`config.mk`:
```
export PLATFORM = sky130hd
export DESIGN_NAME = nibble_serial_sub
export DESIGN_NICKNAME = d
export VERILOG_FILES = /design/src/rtl/nibble_serial_sub.sv
export SDC_FILE = /design/constraint.sdc
export NUM_CORES = 1
export LEC_CHECK = 0
export BUFFER_PORTS_ARGS = -buffer_cell sky130_fd_sc_hd__buf_2
export CAP_MARGIN = 20
export CORE_ASPECT_RATIO = 0.7
export CORE_UTILIZATION = 45
export CTS_CLUSTER_SIZE = 12
export DETAILED_ROUTE_END_ITERATION = 16
export PLACE_DENSITY_LB_ADDON = 0.08
export SETUP_SLACK_MARGIN = 0.1
export SYNTH_ARGS = -nofsm -noshare
export SYNTH_HDL_FRONTEND = slang
export SYNTH_SLANG_ARGS = --single-unit
```
`constraint.sdc`:
```
create_clock -name clk -period 11.1 [get_ports clk]
set_input_delay 0.555 -clock clk [delete_from_list [all_inputs] [get_ports clk]]
set_output_delay 0.555 -clock clk [all_outputs]
set_load 0.01 [all_outputs]
```
`src/rtl/nibble_serial_sub.sv`:
```
// Multi-cycle subtractor: in_a - in_b - bin, one 4-bit nibble per clock, LSB nibble first,
// with the borrow rippled between nibbles through a register. Start/busy/done handshake.
module nibble_serial_sub #(
  parameter int WIDTH = 32
) (
  input  logic             clk,
  input  logic             rst_n,
  input  logic             start,
  input  logic [WIDTH-1:0] in_a,
  input  logic [WIDTH-1:0] in_b,
  input  logic             bin,
  output logic             busy,
  output logic             done,
  output logic [WIDTH-1:0] diff,
  output logic             bout,
  output logic             zero,
  output logic             neg,
  output logic             ovf
);

  localparam int N  = WIDTH / 4;
  localparam int CW = (N > 1) ? $clog2(N) : 1;

  typedef enum logic [1:0] {IDLE, RUN, DONE} state_t;

  state_t           state, state_nx;
  logic [WIDTH-1:0] a_r, b_r;
  logic             brw_r;
  logic [CW-1:0]    cnt;
  logic [3:0]       a_nib, b_nib;
  logic [4:0]       sub_res;
  logic [WIDTH-1:0] diff_nx;
  logic             last;
  logic             accept;

  // Returns {borrow_out, d}; the borrow is the inverted carry of a + ~b + ~borrow_in.
  function automatic logic [4:0] nib_sub(input logic [3:0] a, input logic [3:0] b,
                                         input logic bi);
    logic [4:0] s;
    s = {1'b0, a} + {1'b0, ~b} + {4'b0000, ~bi};
    return {~s[4], s[3:0]};
  endfunction

  always_comb begin
    accept  = start && (state != RUN);
    last    = (cnt == CW'(N - 1));
    a_nib   = 4'h0;
    b_nib   = 4'h0;
    diff_nx = diff;
    for (int i = 0; i < N; i++) begin
      if (cnt == CW'(i)) begin
        a_nib = a_r[i*4 +: 4];
        b_nib = b_r[i*4 +: 4];
      end
    end
    sub_res = nib_sub(a_nib, b_nib, brw_r);
    // Only the nibble at the current position changes; the rest keep their old value.
    for (int i = 0; i < N; i++) begin
      if (cnt == CW'(i)) diff_nx[i*4 +: 4] = sub_res[3:0];
    end
  end

  always_comb begin
    state_nx = state;
    case (state)
      IDLE:    if (start) state_nx = RUN;
      RUN:     if (last) state_nx = DONE;
      DONE:    state_nx = start ? RUN : IDLE;
      default: state_nx = IDLE;
    endcase
  end

  always_ff @(posedge clk) begin
    if (!rst_n) begin
      state <= IDLE;
      a_r   <= '0;
      b_r   <= '0;
      brw_r <= 1'b0;
      cnt   <= '0;
      diff  <= '0;
      bout  <= 1'b0;
      zero  <= 1'b0;
      neg   <= 1'b0;
      ovf   <= 1'b0;
    end else begin
      state <= state_nx;
      if (accept) begin
        a_r   <= in_a;
        b_r   <= in_b;
        brw_r <= bin;
        cnt   <= '0;
      end else if (state == RUN) begin
        diff  <= diff_nx;
        brw_r <= sub_res[4];
        cnt   <= cnt + CW'(1);
        // Flags come from the completed word, registered on the final nibble's edge.
        if (last) begin
          bout <= sub_res[4];
          zero <= (diff_nx == '0);
          neg  <= diff_nx[WIDTH-1];
          ovf  <= (a_r[WIDTH-1] != b_r[WIDTH-1]) && (diff_nx[WIDTH-1] != a_r[WIDTH-1]);
        end
      end
    end
  end

  assign busy = (state == RUN);
  assign done = (state == DONE);

endmodule

```
==> impl.org <==
** Run status
- The flow ran to the end, and the final reports show no timing, DRC or antenna violations.

** Floorplan
- The initial utilization of the core area, before any placement, comes to 0.466.
- Core Box Area :: between 10,000 and 15,000 um^2
- The die covers approximately 12,000 um^2.
- Die height :: about 92 um
- Die width :: approximately 130 um
- Row count :: 32
- Pin placement for this block handled about 110 I/O pins.

** CTS
- Clock root cell :: sky130_fd_sc_hd__clkbuf_16
- Insertion delay of the later-clocked pin in the worst-skew pair :: about 0.35 ns
- Post-CTS repair changed the size of 0 cells.
- Clock-pin slew was measured on the worst setup and hold paths at roughly 0.070 ns.
- Clock Sink Count :: around 110
- For this design, the CTS-stage hold fixing added 0 buffers.
- Buffers added to address setup during post-CTS repair amount to 0.
- In this run the deepest clock path goes through 2 buffers.
- CTS built an H-tree with a depth of 3.
- TritonCTS built the clock tree.
- Number of buffers created by CTS :: 9

** STA
- The clock period could shrink to between 5 and 6 ns.
- Max-slew violation total from the final report :: 0
- Based on the critical path, the design can be clocked at up to between 150 and 200 MHz.
- Slack of the critical path :: 6.09 ns
- Measured against its own limit, the worst slew margin works out to 0.331.
- Count of final setup violators :: 0
- Setup repair after global routing missed its margin :: no
- Fin Setup TNS :: 0 ns
- The clock arrives with around 0.011 ns of skew.
- Post-route fraction of the period consumed by the critical path :: 0.452
- At the pin with the least slew margin, the transition time is approximately 1.0 ns.
- The count of endpoints failing hold in the final timing report came to 0.

** Placed design
- I/O Buffers :: ~110
- Placer congestion estimate :: between 0.8 and 0.9
- Setup WS pre-CTS :: 6.17 ns
- Final HPWL DP :: ~10 mm

** Final layout
- The number of antenna diodes in the final layout is 0.
- Leaving out fill and tap cells, the most frequent cells in the layout are sky130_fd_sc_hd__nand2_1 (185), sky130_fd_sc_hd__dfxtp_1 (106), sky130_fd_sc_hd__buf_2 (105).
- The library cell used most frequently in the layout, excluding fill and tap cells, is sky130_fd_sc_hd__nand2_1.
- In the final layout, the share of cells above drive strength 1 is 0.182.
- Layout-stage area growth over the synthesis result :: 16.6%
- Nets :: between 800 and 900

** Setup path
- Kind of cell adding the most delay to the critical path :: adder cells
- STA classifies the critical path endpoint as a register.
- Critical path, cell by cell :: inv_1, ha_1, nand2_1, nand3_1, o22ai_1, o21ai_0, o311ai_0, fa_1, fa_1, xnor2_1, o2111ai_1, a21oi_1, o2111ai_1, o21ai_1
- Critical path peak fanout :: 26
- Type of origin of the critical path :: register
- Worst R2R Setup Slack :: 6.09 ns
- For this run, the slowest stage of the critical path takes around 0.82 ns.
- Data required time at the worst endpoint :: 11.39 ns
- Counting both buffers and inverters, the worst setup path holds a total of 1.
- Among all stages on the critical path, the largest delay is contributed by sky130_fd_sc_hd__ha_1.
- At the worst endpoint, the arrival time is between 5 and 6 ns.
- The critical path is of the register to register type.

** Synthesis
- Post-synth EDFFs :: 0
- Of all cell types, the one taking the most synthesized area is sky130_fd_sc_hd__dfxtp_1.
- Most used DFF post-synth :: sky130_fd_sc_hd__dfxtp_1
- The cell count after synthesis came out at 655.
- Of the post-synthesis cell area, the dominant cell type holds 0.410.
- Netlist area before placement :: 5170 um^2
- Sequential-to-total area share from yosys stat :: 0.410
- Yosys reg bits :: 106
- For this run, the number of Yosys warnings is 0.
- After synthesis, the share of flip-flops with an asynchronous set or reset is 0.
- Main area contributors after synthesis :: sky130_fd_sc_hd__dfxtp_1 (41%), sky130_fd_sc_hd__nand2_1 (13%), sky130_fd_sc_hd__a21boi_0 (9.3%), sky130_fd_sc_hd__o21ai_0 (3.2%), sky130_fd_sc_hd__a21oi_1 (2.9%)
- Average cell area after synthesis :: a little under 8 um^2
- Number of distinct standard cells referenced by the synthesized netlist :: 56
- Net count after synthesis :: roughly 730

** Detailed routing
- Final Routed Wirelength :: approximately 15 mm
- The routed layout has between 4,000 and 5,000 vias.
- DRC violation count after routing :: 0
- For this run, the detailed router's first-pass iteration total came to 5.
- The detail route stage leaves a number of antenna-violating nets equal to 0.
- After detailed routing, the number of vias per cell comes to 5.40.
- In the final routed layout, each cell accounts on average for 16.8 um.
- The detailed router finished its first iteration with 417 violations.

** GRT
- Vias in the first global route :: about 4,500
- Global-route wire length before repair :: roughly 24 mm
- Total global routing track utilization :: 0.264
- In this run the most used layer during global routing was met1.
- In the global route stage, met1 resource usage came out at 0.410.
- For this run the aggregate overflow at the end of global routing stands at 0.
- The initial antenna violation count is 0.
- Met2 GRT Util :: 0.367
- Global routing met3 resource utilization :: 0.0502
- Entering global routing, the biggest net connects between 100 and 150 pins.

** Power
- In this run the static leakage power is approximately 2.5 nW.
- Max IR drop VDD :: around 0.000086 V
- Cell area power density :: ~150 nW/um^2

** Flow run
- Total of max-cap violations :: 0

** Min path
- Worst Hold Class :: input pin to register
-- tightest hold or removal path, stage by stage --
cell and delay, ns:
sky130_fd_sc_hd__buf_2 0.09, sky130_fd_sc_hd__nand2_1 0.04, sky130_fd_sc_hd__a21boi_1 0.05
-- report_power, final --
group          internal (W)  leakage (nW)  switching [W]
Combinational     0.0000535          1.48      0.0000916
Sequential         0.000398         0.865      0.0000132
Clock              0.000177         0.151       0.000154
-- logic make-up after synthesis --
family	Yosys count	share of synthesized area
AO/OA/AOI/OAI	190	0.253
XOR/XNOR	3	0.00508
adder cells (fa/ha/maj)	11	0.0295
buffers and inverters	58	0.0484
flip-flops	106	0.410
multiplexers	8	0.0157
AND/OR/NAND/NOR	279	0.238
-- metrics by stage --
stage | instances | total power [W] | util | hold slack, ns | cell area [um^2]
floorplan | 655 | 0.000511 | - | 0.430 | 5170
global placement | 868 | 0.000559 | 0.515 | 0.443 | 5710
detailed placement | 869 | 0.000562 | 0.517 | 0.450 | 5730
CTS | 885 | 0.000892 | 0.544 | 0.428 | 6030
global route | 885 | 0.000927 | 0.544 | 0.441 | 6030
finish | 885 | 0.000887 | 0.544 | 0.435 | 6030
-- flip-flops by register name (all words and copies together) (netlist names) --
signal / cells
b_r: 32
diff: 32
zero: 1
bout: 1
brw_r: 1
neg: 1
cnt: 3
a_r: 32
ovf: 1
state: 2
-- synth_stat cells (3+ instances only) --
master and instances:
sky130_fd_sc_hd__nand2_1 186, sky130_fd_sc_hd__and3b_1 4, sky130_fd_sc_hd__a21oi_1 30, sky130_fd_sc_hd__o32ai_1 5, sky130_fd_sc_hd__nand3_1 6, sky130_fd_sc_hd__a21boi_0 64
sky130_fd_sc_hd__o21ai_0 33, sky130_fd_sc_hd__inv_1 8, sky130_fd_sc_hd__mux2i_1 7, sky130_fd_sc_hd__o211a_1 5, sky130_fd_sc_hd__o22ai_1 5, sky130_fd_sc_hd__clkbuf_1 30
sky130_fd_sc_hd__nor2_1 23, sky130_fd_sc_hd__a221o_1 3, sky130_fd_sc_hd__nand2b_1 9, sky130_fd_sc_hd__ha_1 9, sky130_fd_sc_hd__a22oi_1 3, sky130_fd_sc_hd__and2_1 12
sky130_fd_sc_hd__a21boi_1 13, sky130_fd_sc_hd__nor2b_1 18, sky130_fd_sc_hd__a21o_1 4, sky130_fd_sc_hd__o211ai_1 4, sky130_fd_sc_hd__nand3b_1 3, sky130_fd_sc_hd__nor3_1 6
sky130_fd_sc_hd__dfxtp_1 106, sky130_fd_sc_hd__buf_2 16
-- layer usage --
| layer | wire [um] | vias up |
|---|---|---|
| met4 | 123 | 0 |
| met2 | 5940 | 136 |
| met5 | 0 | - |
| met3 | 805 | 10 |
| met1 | 7980 | 2263 |
| li1 | - | 2370 |
-- cell type report --
| type | instances | area, um^2 |
|---|---|---|
| Multi-Input combinational cell | 491 | 2810 |
| Sequential cell | 106 | 2120 |
| Fill cell | 1088 | 5060 |
| Tap cell | 153 | 191 |
| Inverter | 9 | 33.8 |
| Timing Repair Buffer | 110 | 576 |
| Clock buffer | 9 | 225 |
| Clock inverter | 7 | 75.1 |
-- final timing paths --
check / endpoint / cells after the start / startpoint
max: zero$_SDFFE_PN0P_ / 14 / cnt[0]$_SDFFE_PP0P_
min: a_r[5]$_SDFFE_PN0P_ / 3 / in_a[5]
max reg2reg: zero$_SDFFE_PN0P_ / 14 / cnt[0]$_SDFFE_PP0P_
min reg2reg: a_r[5]$_SDFFE_PN0P_ / 2 / a_r[5]$_SDFFE_PN0P_
Note: power is estimated with default switching activity, not from simulation.
